--- src/rtl/mips_multicycle_control_pkg.sv ---
// rtl/mips_multicycle_control_pkg.sv - shared states, opcodes, ALU codes and mux encodings
package mips_ctrl_pkg;

  typedef enum logic [3:0] {
    ST_IDLE, ST_FETCH, ST_DECODE, ST_MEMADR, ST_MEMREAD, ST_MEMWB, ST_MEMWRITE,
    ST_RTEXEC, ST_RTWB, ST_ADDIEXEC, ST_ADDIWB, ST_BRANCH, ST_JUMP, ST_EXC
  } state_t;

  localparam logic [5:0] OP_RTYPE = 6'b000000;
  localparam logic [5:0] OP_LW    = 6'b100011;
  localparam logic [5:0] OP_SW    = 6'b101011;
  localparam logic [5:0] OP_BEQ   = 6'b000100;
  localparam logic [5:0] OP_J     = 6'b000010;
  localparam logic [5:0] OP_ADDI  = 6'b001000;

  localparam logic [5:0] ALU_ADD = 6'b100000;
  localparam logic [5:0] ALU_SUB = 6'b100010;
  localparam logic [5:0] ALU_AND = 6'b100100;
  localparam logic [5:0] ALU_OR  = 6'b100101;
  localparam logic [5:0] ALU_SLT = 6'b101010;

  localparam logic [1:0] PC_SRC_ALU    = 2'b00;
  localparam logic [1:0] PC_SRC_ALUOUT = 2'b01;
  localparam logic [1:0] PC_SRC_JUMP   = 2'b10;

  localparam logic [1:0] ALUB_RT      = 2'b00;
  localparam logic [1:0] ALUB_FOUR    = 2'b01;
  localparam logic [1:0] ALUB_IMM     = 2'b10;
  localparam logic [1:0] ALUB_IMM_SH2 = 2'b11;

endpackage

--- src/rtl/mips_multicycle_control_if.sv ---
// rtl/mips_multicycle_control_if.sv - control unit to datapath signal bundle
interface mips_multicycle_control_if #(
  parameter int ALU_SEL_W = 6,
  parameter int CNT_W     = 32
);
  logic [5:0]           opcode;
  logic [5:0]           funct;
  logic                 mem_ready;
  logic                 pc_write;
  logic                 pc_write_cond;
  logic [1:0]           pc_src;
  logic                 iord;
  logic                 mem_read;
  logic                 mem_write;
  logic                 ir_write;
  logic                 regsel;
  logic                 datasource;
  logic                 reg_write;
  logic                 alu_src_a;
  logic [1:0]           alu_src_b;
  logic [ALU_SEL_W-1:0] alu_sel;
  logic                 illegal_op;
  logic [CNT_W-1:0]     instr_count;

  modport master (
    input  opcode, funct, mem_ready,
    output pc_write, pc_write_cond, pc_src, iord, mem_read, mem_write, ir_write,
           regsel, datasource, reg_write, alu_src_a, alu_src_b, alu_sel,
           illegal_op, instr_count
  );

  modport slave (
    output opcode, funct, mem_ready,
    input  pc_write, pc_write_cond, pc_src, iord, mem_read, mem_write, ir_write,
           regsel, datasource, reg_write, alu_src_a, alu_src_b, alu_sel,
           illegal_op, instr_count
  );
endinterface

--- src/rtl/mips_multicycle_control_retire_counter.sv ---
// rtl/mips_multicycle_control_retire_counter.sv - retired-instruction counter, wraps modulo 2^CNT_W
module retire_counter #(
  parameter int CNT_W = 32
) (
  input  logic             clk,
  input  logic             rst_n,
  input  logic             inc_en,
  output logic [CNT_W-1:0] count
);

  always_ff @(posedge clk or negedge rst_n) begin
    if (!rst_n)      count <= '0;
    else if (inc_en) count <= count + CNT_W'(1);
  end

endmodule

--- src/rtl/mips_multicycle_control.sv ---
// rtl/mips_multicycle_control.sv - multi-cycle MIPS control FSM with wait states and retire count
module mips_multicycle_control
  import mips_ctrl_pkg::*;
#(
  parameter int ALU_SEL_W   = 6,
  parameter int CNT_W       = 32,
  parameter int MEM_WAIT_EN = 1
) (
  input logic                       clk,
  input logic                       rst_n,
  mips_multicycle_control_if.master bus
);

  state_t     state, state_nx;
  logic       is_sw;
  logic       rdy;
  logic       inc;
  logic       pc_write, pc_write_cond, iord, mem_read, mem_write, ir_write;
  logic       regsel, datasource, reg_write, alu_src_a, illegal_op;
  logic [1:0] pc_src, alu_src_b;
  logic [5:0] alu_code;

  assign rdy = (MEM_WAIT_EN != 0) ? bus.mem_ready : 1'b1;

  // lw/sw is resolved in DECODE so MEMADR does not depend on opcode staying valid
  always_ff @(posedge clk or negedge rst_n) begin
    if (!rst_n) begin
      state <= ST_IDLE;
      is_sw <= 1'b0;
    end else begin
      state <= state_nx;
      if (state == ST_DECODE) is_sw <= (bus.opcode == OP_SW);
    end
  end

  always_comb begin
    state_nx      = state;
    inc           = 1'b0;
    pc_write      = 1'b0;
    pc_write_cond = 1'b0;
    pc_src        = PC_SRC_ALU;
    iord          = 1'b0;
    mem_read      = 1'b0;
    mem_write     = 1'b0;
    ir_write      = 1'b0;
    regsel        = 1'b0;
    datasource    = 1'b0;
    reg_write     = 1'b0;
    alu_src_a     = 1'b0;
    alu_src_b     = ALUB_RT;
    alu_code      = 6'b0;
    illegal_op    = 1'b0;
    unique case (state)
      ST_IDLE: state_nx = ST_FETCH;
      ST_FETCH: begin
        mem_read  = 1'b1;
        alu_src_b = ALUB_FOUR;
        alu_code  = ALU_ADD;
        if (rdy) begin
          ir_write = 1'b1;
          pc_write = 1'b1;
          state_nx = ST_DECODE;
        end
      end
      ST_DECODE: begin
        alu_src_b = ALUB_IMM_SH2;
        alu_code  = ALU_ADD;
        case (bus.opcode)
          OP_LW, OP_SW: state_nx = ST_MEMADR;
          OP_RTYPE:     state_nx = ST_RTEXEC;
          OP_ADDI:      state_nx = ST_ADDIEXEC;
          OP_BEQ:       state_nx = ST_BRANCH;
          OP_J:         state_nx = ST_JUMP;
          default:      state_nx = ST_EXC;
        endcase
      end
      ST_MEMADR: begin
        alu_src_a = 1'b1;
        alu_src_b = ALUB_IMM;
        alu_code  = ALU_ADD;
        state_nx  = is_sw ? ST_MEMWRITE : ST_MEMREAD;
      end
      ST_MEMREAD: begin
        iord     = 1'b1;
        mem_read = 1'b1;
        if (rdy) state_nx = ST_MEMWB;
      end
      ST_MEMWB: begin
        reg_write  = 1'b1;
        datasource = 1'b1;
        inc        = 1'b1;
        state_nx   = ST_FETCH;
      end
      ST_MEMWRITE: begin
        iord      = 1'b1;
        mem_write = 1'b1;
        if (rdy) begin
          inc      = 1'b1;
          state_nx = ST_FETCH;
        end
      end
      ST_RTEXEC: begin
        alu_src_a = 1'b1;
        alu_code  = bus.funct;
        state_nx  = ST_RTWB;
      end
      ST_RTWB: begin
        reg_write = 1'b1;
        regsel    = 1'b1;
        inc       = 1'b1;
        state_nx  = ST_FETCH;
      end
      ST_ADDIEXEC: begin
        alu_src_a = 1'b1;
        alu_src_b = ALUB_IMM;
        alu_code  = ALU_ADD;
        state_nx  = ST_ADDIWB;
      end
      ST_ADDIWB: begin
        reg_write = 1'b1;
        inc       = 1'b1;
        state_nx  = ST_FETCH;
      end
      ST_BRANCH: begin
        alu_src_a     = 1'b1;
        alu_code      = ALU_SUB;
        pc_write_cond = 1'b1;
        pc_src        = PC_SRC_ALUOUT;
        inc           = 1'b1;
        state_nx      = ST_FETCH;
      end
      ST_JUMP: begin
        pc_write = 1'b1;
        pc_src   = PC_SRC_JUMP;
        inc      = 1'b1;
        state_nx = ST_FETCH;
      end
      ST_EXC:  illegal_op = 1'b1;
      default: state_nx = ST_IDLE;
    endcase
  end

  assign bus.pc_write      = pc_write;
  assign bus.pc_write_cond = pc_write_cond;
  assign bus.pc_src        = pc_src;
  assign bus.iord          = iord;
  assign bus.mem_read      = mem_read;
  assign bus.mem_write     = mem_write;
  assign bus.ir_write      = ir_write;
  assign bus.regsel        = regsel;
  assign bus.datasource    = datasource;
  assign bus.reg_write     = reg_write;
  assign bus.alu_src_a     = alu_src_a;
  assign bus.alu_src_b     = alu_src_b;
  assign bus.alu_sel       = ALU_SEL_W'(alu_code);
  assign bus.illegal_op    = illegal_op;

  retire_counter #(.CNT_W(CNT_W)) u_retire_counter (
    .clk    (clk),
    .rst_n  (rst_n),
    .inc_en (inc),
    .count  (bus.instr_count)
  );

endmodule

--- src/flat_wrapper.sv ---
// flat-port wrapper written by rule: the top's interface ports become plain ports
module mips_multicycle_control_flat import mips_ctrl_pkg::*;
#(
  parameter int ALU_SEL_W   = 6,
  parameter int CNT_W       = 32,
  parameter int MEM_WAIT_EN = 1
)
  (clk, rst_n, bus_opcode, bus_funct, bus_mem_ready, bus_pc_write, bus_pc_write_cond, bus_pc_src, bus_iord, bus_mem_read, bus_mem_write, bus_ir_write, bus_regsel, bus_datasource, bus_reg_write, bus_alu_src_a, bus_alu_src_b, bus_alu_sel, bus_illegal_op, bus_instr_count);
  mips_multicycle_control_if #(.ALU_SEL_W(ALU_SEL_W), .CNT_W(CNT_W)) bus_i ();
  input logic clk;
  input logic rst_n;
  input wire logic [$bits(bus_i.opcode)-1:0] bus_opcode;
  input wire logic [$bits(bus_i.funct)-1:0] bus_funct;
  input wire logic [$bits(bus_i.mem_ready)-1:0] bus_mem_ready;
  output wire logic [$bits(bus_i.pc_write)-1:0] bus_pc_write;
  output wire logic [$bits(bus_i.pc_write_cond)-1:0] bus_pc_write_cond;
  output wire logic [$bits(bus_i.pc_src)-1:0] bus_pc_src;
  output wire logic [$bits(bus_i.iord)-1:0] bus_iord;
  output wire logic [$bits(bus_i.mem_read)-1:0] bus_mem_read;
  output wire logic [$bits(bus_i.mem_write)-1:0] bus_mem_write;
  output wire logic [$bits(bus_i.ir_write)-1:0] bus_ir_write;
  output wire logic [$bits(bus_i.regsel)-1:0] bus_regsel;
  output wire logic [$bits(bus_i.datasource)-1:0] bus_datasource;
  output wire logic [$bits(bus_i.reg_write)-1:0] bus_reg_write;
  output wire logic [$bits(bus_i.alu_src_a)-1:0] bus_alu_src_a;
  output wire logic [$bits(bus_i.alu_src_b)-1:0] bus_alu_src_b;
  output wire logic [$bits(bus_i.alu_sel)-1:0] bus_alu_sel;
  output wire logic [$bits(bus_i.illegal_op)-1:0] bus_illegal_op;
  output wire logic [$bits(bus_i.instr_count)-1:0] bus_instr_count;
  assign bus_i.opcode = bus_opcode;
  assign bus_i.funct = bus_funct;
  assign bus_i.mem_ready = bus_mem_ready;
  assign bus_pc_write = bus_i.pc_write;
  assign bus_pc_write_cond = bus_i.pc_write_cond;
  assign bus_pc_src = bus_i.pc_src;
  assign bus_iord = bus_i.iord;
  assign bus_mem_read = bus_i.mem_read;
  assign bus_mem_write = bus_i.mem_write;
  assign bus_ir_write = bus_i.ir_write;
  assign bus_regsel = bus_i.regsel;
  assign bus_datasource = bus_i.datasource;
  assign bus_reg_write = bus_i.reg_write;
  assign bus_alu_src_a = bus_i.alu_src_a;
  assign bus_alu_src_b = bus_i.alu_src_b;
  assign bus_alu_sel = bus_i.alu_sel;
  assign bus_illegal_op = bus_i.illegal_op;
  assign bus_instr_count = bus_i.instr_count;
  mips_multicycle_control #(.ALU_SEL_W(ALU_SEL_W), .CNT_W(CNT_W), .MEM_WAIT_EN(MEM_WAIT_EN)) u_core (.clk(clk), .rst_n(rst_n), .bus(bus_i));
endmodule
--- config.mk ---
export PLATFORM = sky130hd
export DESIGN_NAME = mips_multicycle_control_flat
export DESIGN_NICKNAME = d
export VERILOG_FILES = /design/src/rtl/mips_multicycle_control_pkg.sv /design/src/rtl/mips_multicycle_control_if.sv /design/src/rtl/mips_multicycle_control_retire_counter.sv /design/src/rtl/mips_multicycle_control.sv /design/src/flat_wrapper.sv
export SDC_FILE = /design/constraint.sdc
export NUM_CORES = 1
export LEC_CHECK = 0
export CAP_MARGIN = 10
export CORE_ASPECT_RATIO = 0.7
export CORE_MARGIN = 3
export CORE_UTILIZATION = 46
export DETAILED_ROUTE_END_ITERATION = 8
export PLACE_DENSITY = 0.79
export SYNTH_ARGS = -nofsm -noshare
export SYNTH_HDL_FRONTEND = slang
export SYNTH_HIERARCHICAL = 1
export SYNTH_SLANG_ARGS = --single-unit
export TNS_END_PERCENT = 1
--- constraint.sdc ---
create_clock -name clk -period 3.4 [get_ports clk]
set_input_delay 0.68 -clock clk [delete_from_list [all_inputs] [get_ports clk]]
set_output_delay 0.68 -clock clk [all_outputs]
set_load 0.05 [all_outputs]
* Word level (Yosys, flattened, before mapping)
Index checks and enable logic that the tools add are counted.
Word-level totals: bits of input ports 15, output and inout port bits 53, flip-flop bits (word level) 37, logic and storage cells 60
Operators by class: eq/ne operators 21, muxes and demuxes 22, bitwise operators 1, add/subtract/negate cells 1, reductions and logical operators 12
Operators by type and width (number):
- $pmux 4 s9 | 1
- $add 32x1->32 const B | 1
- $eq 4x4->1 const B | 6
- $pmux 4 s5 | 1
- $pmux 6 s3 | 1
- $eq 4x3->1 const B | 4
- $eq 6x6->1 const B | 2
- $mux 4 | 3
- $mux 1 | 11
- $eq 4x2->1 const B | 2
- $reduce_or 2->1 | 4
- $reduce_or 4->1 | 2
- $eq 6x2->1 const B | 1
- $eq 6x3->1 const B | 1
- $eq 6x4->1 const B | 1
- $logic_not 6->1 | 1
- $ne 2x2->1 const B | 3
- $pmux 2 s3 | 1
- $reduce_or 6->1 | 1
- $reduce_or 5->1 | 1
- $eq 4x1->1 const B | 1
- $logic_not 4->1 | 1
- $pmux 1 s2 | 2
- $pmux 2 s2 | 1
- other kinds (4) | 4

* Logic depth before layout (Yosys ltp)
Gate-level depths: netlist (run 1).
word-level depth 4, depth in mapped cells 8

* Cells and area by module
Netlist (run 1), hierarchy kept.
Modules (own cells, without submodules):
- retire_counter | cells each 123, seq. area each 800.8 um^2, instances 1, area an instance 1448.9 um^2
- mips_multicycle_control | cells each 88, seq. area each 125.1 um^2, instances 1, area an instance 615.6 um^2

* Least setup slack after synthesis (run 1)
OpenSTA, ideal clock, no wires.
path kind register to output, from reg u_core.state[3], to out bus_pc_write, data required time 2.720 ns, arrival 2.244 ns, path slack 0.476 ns, buffers on the path 1, stages on the path, launching flop included 5, cells stage by stage dfrtp_1 buf_2 nand2_1 nor3_1 or2_2
On the way: cells in the longest elaborated chain, start to end 2
RTL lines:
- start, declared | line mips_multicycle_control.sv:14 | state_t state, state_nx;
- start signal, assigned | line mips_multicycle_control.sv:31 | state <= state_nx;
- $eq 4x4->1 or $eq 4x1->1 (tied branches) | line mips_multicycle_control.sv:53 | unique case (state)
- $pmux 1 s2 * | line mips_multicycle_control.sv:53
- end, declared | line flat_wrapper.sv:15 | output wire logic [$bits(bus_i.pc_write)-1:0] bus_pc_write;
Mark *: on every way between the ends. The rest lies on a longest branch, timed or not.

* Final worst setup path (run 1)
from reg u_core.state[3], to out bus_alu_sel[3]
On the way: cells in the longest elaborated chain, start to end 3
RTL lines:
- $eq 4x2->1, or another cell as far along | line mips_multicycle_control.sv:53
- $reduce_or 4->1 (no line)
- $pmux 6 s3 * | line mips_multicycle_control.sv:53
- end, declared | line flat_wrapper.sv:27 | output wire logic [$bits(bus_i.alu_sel)-1:0] bus_alu_sel;
Marked as above.

==> results.md, run 1 <==
* Status: complete, no violations
* Detailed placer's ending HPWL at 3790 um
* Vias at 1,815
* Initial Utilization at 0.502
* Peak VDD IR at 0.418 mV
* DIE WIDTH at 86.1 um
* Syn_area_per_cell at 9.78 um^2
* Worst EP arrival at 2.40 ns
* Final #Nets at 297
* Port Buf Inserts at 67
* Clk pin slew, worst setup/hold paths at 0.07 ns
* Minimum clock period at 3.08 ns
* Setup TNS Final at 0 ns
* P per Cell Area at 678 mW/mm^2
* Slew Viols, Final at 0
* Period utilization at 0.905
* DRT iter0 DRCs at 106
* Hold Path Depth at 1
* Leak pwr at 0.00121 uW
* Core Area at 0.00411 mm^2
* Row count at 19
* Worst slew pin tran at 0.792 ns
* Share of layout cells above drive strength 1 at 0.0747
* Crit path kind: reg -> out
* Crit path required time at 2.72 ns
* Post-synth EDFFs at 0
* Post-synth top flop: dfrtp_1
* Finish-stage setup viols at 0
* Clock sink total at 37
* Initial antenna violation count at 0
* Worst clock skew at 0.00485 ns
* Vias per cell at 5.45
* First-pass detailed-route iteration total at 5
* Number of diodes at 0
* Global-route wire length before repair at 7970 um
* Number of distinct library cells after synthesis at 45
* Largest net degree at the start of global routing at 38
* Crit path max fanout at 16
* CTS buffer count at 5
* DRC Markers at 0
* Average routed wire per standard cell at 14.9 um
* #FFs+latches synth at 37
* Area delta synth->final at 38.5%
* RSZ-0062 raised after global routing: no
* Sequential cell area fraction in the yosys report at 0.448
* Placer Congestion at 0.864
* Post-synth net total at 227
* I/O pins at 68
* MaxCap Viol Count at 0
* R2R depth at 8
* Post-cts sizing count at 0
* Worst rel slew slack at 0.472
* Fmax at 325 MHz
* Post-CTS setup buffers at 0
* Die area at 0.00534 mm^2
* Final Hold Viols at 0
* Total congestion overflow at 0
* Post-DRT Antenna Nets at 0
* Number of global-route vias before repair at 1,623
* Type of origin of the critical path: flop
* CTS Hold Bufs at 0
* Total Routing Usage GR at 0.191
* Synthesized area at 0.00206 mm^2
* CTS tree: built
* Post-Syn Instances at 211
* Clock Latency Late Sink at 0.28 ns
* Number of synthesis warnings at 6
* Drt total wl at 4950 um
* Kind of end point of the critical path: output pin
* Hold Crit Class: reg -> reg
* CTS max path bufs at 2
* Die H at 62.1 um
* Ys async rst share at 1.00
* Flop-to-flop setup slack at 0.76 ns
* H-tree depth at 2
* Utilization after layout at 0.695
* Clk root buf: clkbuf_8
layer usage:
layer,vias to the layer above,part of all wire,global-route usage
li1,901,-,-
met1,864,0.50,0.272
met2,48,0.45,0.299
met3,2,0.051,0.0540
met4,0,0.0034,0.0361
met5,-,0,0
flip-flops by register name, summed over array words and instances, names as in the netlist:
| register | cells |
|---|---|
| u_core/u_retire_counter/count | 32 |
| u_core/state | 4 |
| u_core/is_sw | 1 |
cell usage after synthesis, types with 2 or more instances:
library cell,count,area [um^2]
a21boi_0,2,15.0
a21oi_1,5,25.0
a22o_1,2,17.5
and2_1,6,37.5
and3_1,5,31.3
and4_1,3,26.3
buf_2,3,15.0
clkbuf_1,2,7.51
dfrtp_1,37,926
inv_1,3,11.3
nand2_1,18,67.6
nand2b_1,7,43.8
nand3_1,11,55.1
nand4_1,10,62.6
nor2_1,17,63.8
nor2b_1,2,12.5
nor3_1,9,45.0
nor4_1,4,25.0
nor4_2,2,25.0
o21ai_0,4,20.0
o22ai_1,2,12.5
o31ai_1,3,22.5
or2_2,2,12.5
xnor2_1,19,166
xor2_1,13,114
critical path, stage by stage, from the launching register on:
cell             delay [ns]
dfrtp_1                0.53
nand2b_1               0.33
nor2_1                 0.28
and2_1                 0.17
clkdlybuf4s50_1        0.81
logic make-up after synthesis:
family | Yosys count | synth area share
mux | 1 | 0.00545
compound gates | 28 | 0.0982
fa+ha+maj | 1 | 0.00606
xor+xnor | 32 | 0.136
simple gates | 102 | 0.281
buf+inv | 10 | 0.0255
flops | 37 | 0.448
worst paths after layout:
check | from | endpoint
setup / recovery | u_core/state[3] | bus_alu_sel[3]
hold / removal | u_core/u_retire_counter/count[31] | u_core/u_retire_counter/count[31]
setup reg to reg | u_core/state[1] | u_core/u_retire_counter/count[23]
hold reg to reg | u_core/u_retire_counter/count[31] | u_core/u_retire_counter/count[31]
max in group asynchronous | rst_n | u_core/u_retire_counter/count[14]
min in group asynchronous | rst_n | u_core/u_retire_counter/count[20]
layout make-up:
class | count | area, um^2
timing repair buffer | 70 | 686
fill | 312 | 1250
clock buffer | 7 | 86.3
sequential | 37 | 926
multi-input combinational | 164 | 1090
inverter | 3 | 11.3
tap | 52 | 65.1
placed cells by master (no fill, tap or decap), types with 7 or more instances in the layout:
cell type,Yosys,final
clkdlybuf4s50_1,0,65
nand4_1,10,10
nand2_1,18,18
nand3_1,11,11
xor2_1,13,13
nand2b_1,7,7
nor3_1,9,9
nor2_1,17,17
dfrtp_1,37,37
xnor2_1,19,19
power breakdown:
part           switching [uW]  internal (uW)
Sequential                139            497
Clock                     140            161
Combinational             642            361
metrics by stage:
stage	setup WS [ns]	total power (uW)	hold WS, ns	instance area, um^2	cells
final	0.323	1940	0.474	2860	333
after global routing	0.155	2040	0.511	2860	333
after detailed placement	0.524	1650	0.475	2770	326
after CTS	0.299	1950	0.484	2860	333
after global placement	0.553	1640	0.459	2770	326
after floorplan	0.476	1330	0.384	2060	211
No activity file was read; power rests on OpenSTA's default activity.
==> run 2, diff against run 1 <==
Settings changed: CORE_MARGIN 3 to unset, CORE_UTILIZATION 46 to 60, DONT_BUFFER_PORTS set to 1, PLACE_DENSITY 0.79 to 0.75.
==> results.md, run 2 (synthesis gave the netlist of run 1 again) <==
* Status: complete, no violations (unchanged)
* P per Cell Area at 784 mW/mm^2 (was 678 mW/mm^2)
* Number of diodes at 0 (unchanged)
* Total congestion overflow at 0 (unchanged)
* RSZ-0062 raised after global routing: no (unchanged)
* Clock sink total at 37 (unchanged)
* Share of layout cells above drive strength 1 at 0.118 (was 0.0747)
* MaxCap Viol Count at 0 (unchanged)
* Die area at 0.00368 mm^2 (was 0.00534 mm^2)
* Post-Place Cells at 260 (was 326)
* DRC Markers at 0 (unchanged)
* First-pass detailed-route iteration total at 4 (was 5)
* Initial Utilization at 0.643 (was 0.502)
* Crit path required time at 2.72 ns (about the same)
* Die H at 51.1 um (was 62.1 um)
* Total Routing Usage GR at 0.281 (was 0.191)
* Area delta synth->final at 8.36% (was 38.5%)
* Port Buf Inserts at 0 (was 67)
* Vias at 1,646 (was 1,815)
* Net Sw Frac at 0.514 (was 0.475)
* DRT iter0 DRCs at 191 (was 106)
* Vias per cell at 6.14 (was 5.45)
* Sequential share of power at 0.439 (was 0.328)
* Top Registers: u_core/u_retire_counter/count x32, u_core/state x4, u_core/is_sw x1 (unchanged)
* Worst rel slew slack at 0.390 (was 0.472)
* DIE WIDTH at 72.1 um (was 86.1 um)
* Psw at 900 uW (was 922 uW)
* Minimum clock period at 2.70 ns (was 3.08 ns)
* Final hold slack at 0.0750 ns (was 0.474 ns)
* CTS buffer count at 5 (unchanged)
* Combinational share of power at 0.396 (was 0.517)
* Core Area at 0.00321 mm^2 (was 0.00411 mm^2)
* Initial antenna violation count at 0 (unchanged)
* CTS Hold Bufs at 0 (unchanged)
* Finish-stage setup viols at 0 (unchanged)
* Slew Viols, Final at 0 (unchanged)
* Leak pwr at 0.000992 uW (was 0.00121 uW)
* Clock Latency Late Sink at 0.29 ns (was 0.28 ns)
* Hold Crit Class: in -> async (was reg -> reg)
* CTS max path bufs at 2 (unchanged)
* Drt total wl at 4610 um (was 4950 um)
* Kind of end point of the critical path: output pin (unchanged)
* Clk network pwr share at 0.165 (was 0.155)
* Setup TNS Final at 0 ns (unchanged)
* Commonest non-fill, non-tap cells in the layout: dfrtp_1 (37), xnor2_1 (19), nand2_1 (18), nor2_1 (16), xor2_1 (13) (was clkdlybuf4s50_1 (65), dfrtp_1 (37), xnor2_1 (19), nand2_1 (18), nor2_1 (17))
* Number of global-route vias before repair at 1,478 (was 1,623)
* Placer Congestion at 0.867 (was 0.864)
* Worst slew pin tran at 0.911 ns (was 0.792 ns)
* Post-cts sizing count at 0 (unchanged)
* Period utilization at 0.793 (was 0.905)
* CTS tree: built (unchanged)
* Detailed placer's ending HPWL at 3460 um (was 3790 um)
* Final #Nets at 236 (was 297)
* I/O pins at 68 (unchanged)
* Crit path max fanout at 18 (was 16)
* Post-DRT Antenna Nets at 0 (unchanged)
* Fmax at 371 MHz (was 325 MHz)
* Average routed wire per standard cell at 17.2 um (was 14.9 um)
* Flip-flop count of the largest register after layout at 32 (unchanged)
* Clk root buf: clkbuf_8 (unchanged)
* Row count at 17 (was 19)
* Final Hold Viols at 0 (unchanged)
* Type of origin of the critical path: flop (unchanged)
* Worst EP arrival at 2.02 ns (was 2.40 ns)
* Peak VDD IR at 0.447 mV (was 0.418 mV)
* Clk pin slew, worst setup/hold paths at 0.07 ns (about the same)
* Reg with most FFs: u_core/u_retire_counter/count (unchanged)
* Global-route wire length before repair at 7560 um (was 7970 um)
* Most common cell after layout, fill and taps aside: dfrtp_1 (was clkdlybuf4s50_1)
* Post-CTS setup buffers at 0 (unchanged)
* Pint at 853 uW (was 1020 uW)
* Largest net degree at the start of global routing at 38 (unchanged)
* Fillers at 240 (was 312)
* Worst clock skew at 0.00608 ns (was 0.00485 ns)
* Pwr Total at 1750 uW (was 1940 uW)
* Crit path kind: reg -> out (unchanged)
* Filler-free cell count of the finished design at 268 (was 333)
* H-tree depth at 2 (unchanged)
[run 2: per-layer routing]
layer | track usage | part of all wire | routed length (um) | up-vias
li1 | - | - | - | 781
met1 | 0.386 | 0.44 | 2040 | 778
met2 | 0.396 | 0.44 | 2030 | 78
met3 | 0.132 | 0.10 | 470 | 9
met4 | 0.0817 | 0.014 | 65 | 0
met5 | 0 | 0 | 0 | -
[run 2: worst paths after layout]
check,from,endpoint,slack (ns),cells past startpoint
worst max-delay path,u_core/state[1],bus_pc_write,0.70,5
max in group asynchronous,rst_n,u_core/u_retire_counter/count[28],3.24,0
worst min register to register,u_core/is_sw,u_core/is_sw,0.52,1
worst min-delay path,rst_n,u_core/u_retire_counter/count[18],0.08,0
worst max register to register,u_core/state[1],u_core/u_retire_counter/count[23],0.74,8
min in group clk,bus_mem_ready,u_core/state[1],0.49,1
[run 2: power groups by stage]
stage / Sequential (uW) / Clock, uW / Combinational, uW
detailed placement: 775 / 0 / 691
CTS: 767 / 295 / 694
global placement: 766 / 0 / 676
finish: 769 / 289 / 695
floorplan: 696 / 0 / 639
global route: 789 / 320 / 746
[run 2: critical path, stage by stage, from the launching register on]
cell     delay, ns
dfrtp_1       0.68
inv_1         0.15
nand2_1       0.19
nor2_1        0.07
buf_4         0.19
or2_2         0.44
[run 2: final cells by class]
| class | instances | area (um^2) | area share |
|---|---|---|---|
| clock buffers | 8 | 80.1 | 0.0358 |
| repair buffers | 9 | 67.6 | 0.0302 |
| well taps | 47 | 58.8 | 0.0263 |
| flip-flops and latches | 37 | 926 | 0.414 |
| multi-input cells | 164 | 1090 | 0.489 |
| inverters | 3 | 11.3 | 0.00503 |
[run 2: stage by stage]
step	utilization	worst slack (ns)	area, um^2
floorplan	-	0.476	2060
global placement	0.672	0.865	2160
detailed placement	0.672	0.786	2160
CTS	0.697	0.718	2240
global route	0.697	0.486	2240
finish	0.697	0.705	2240
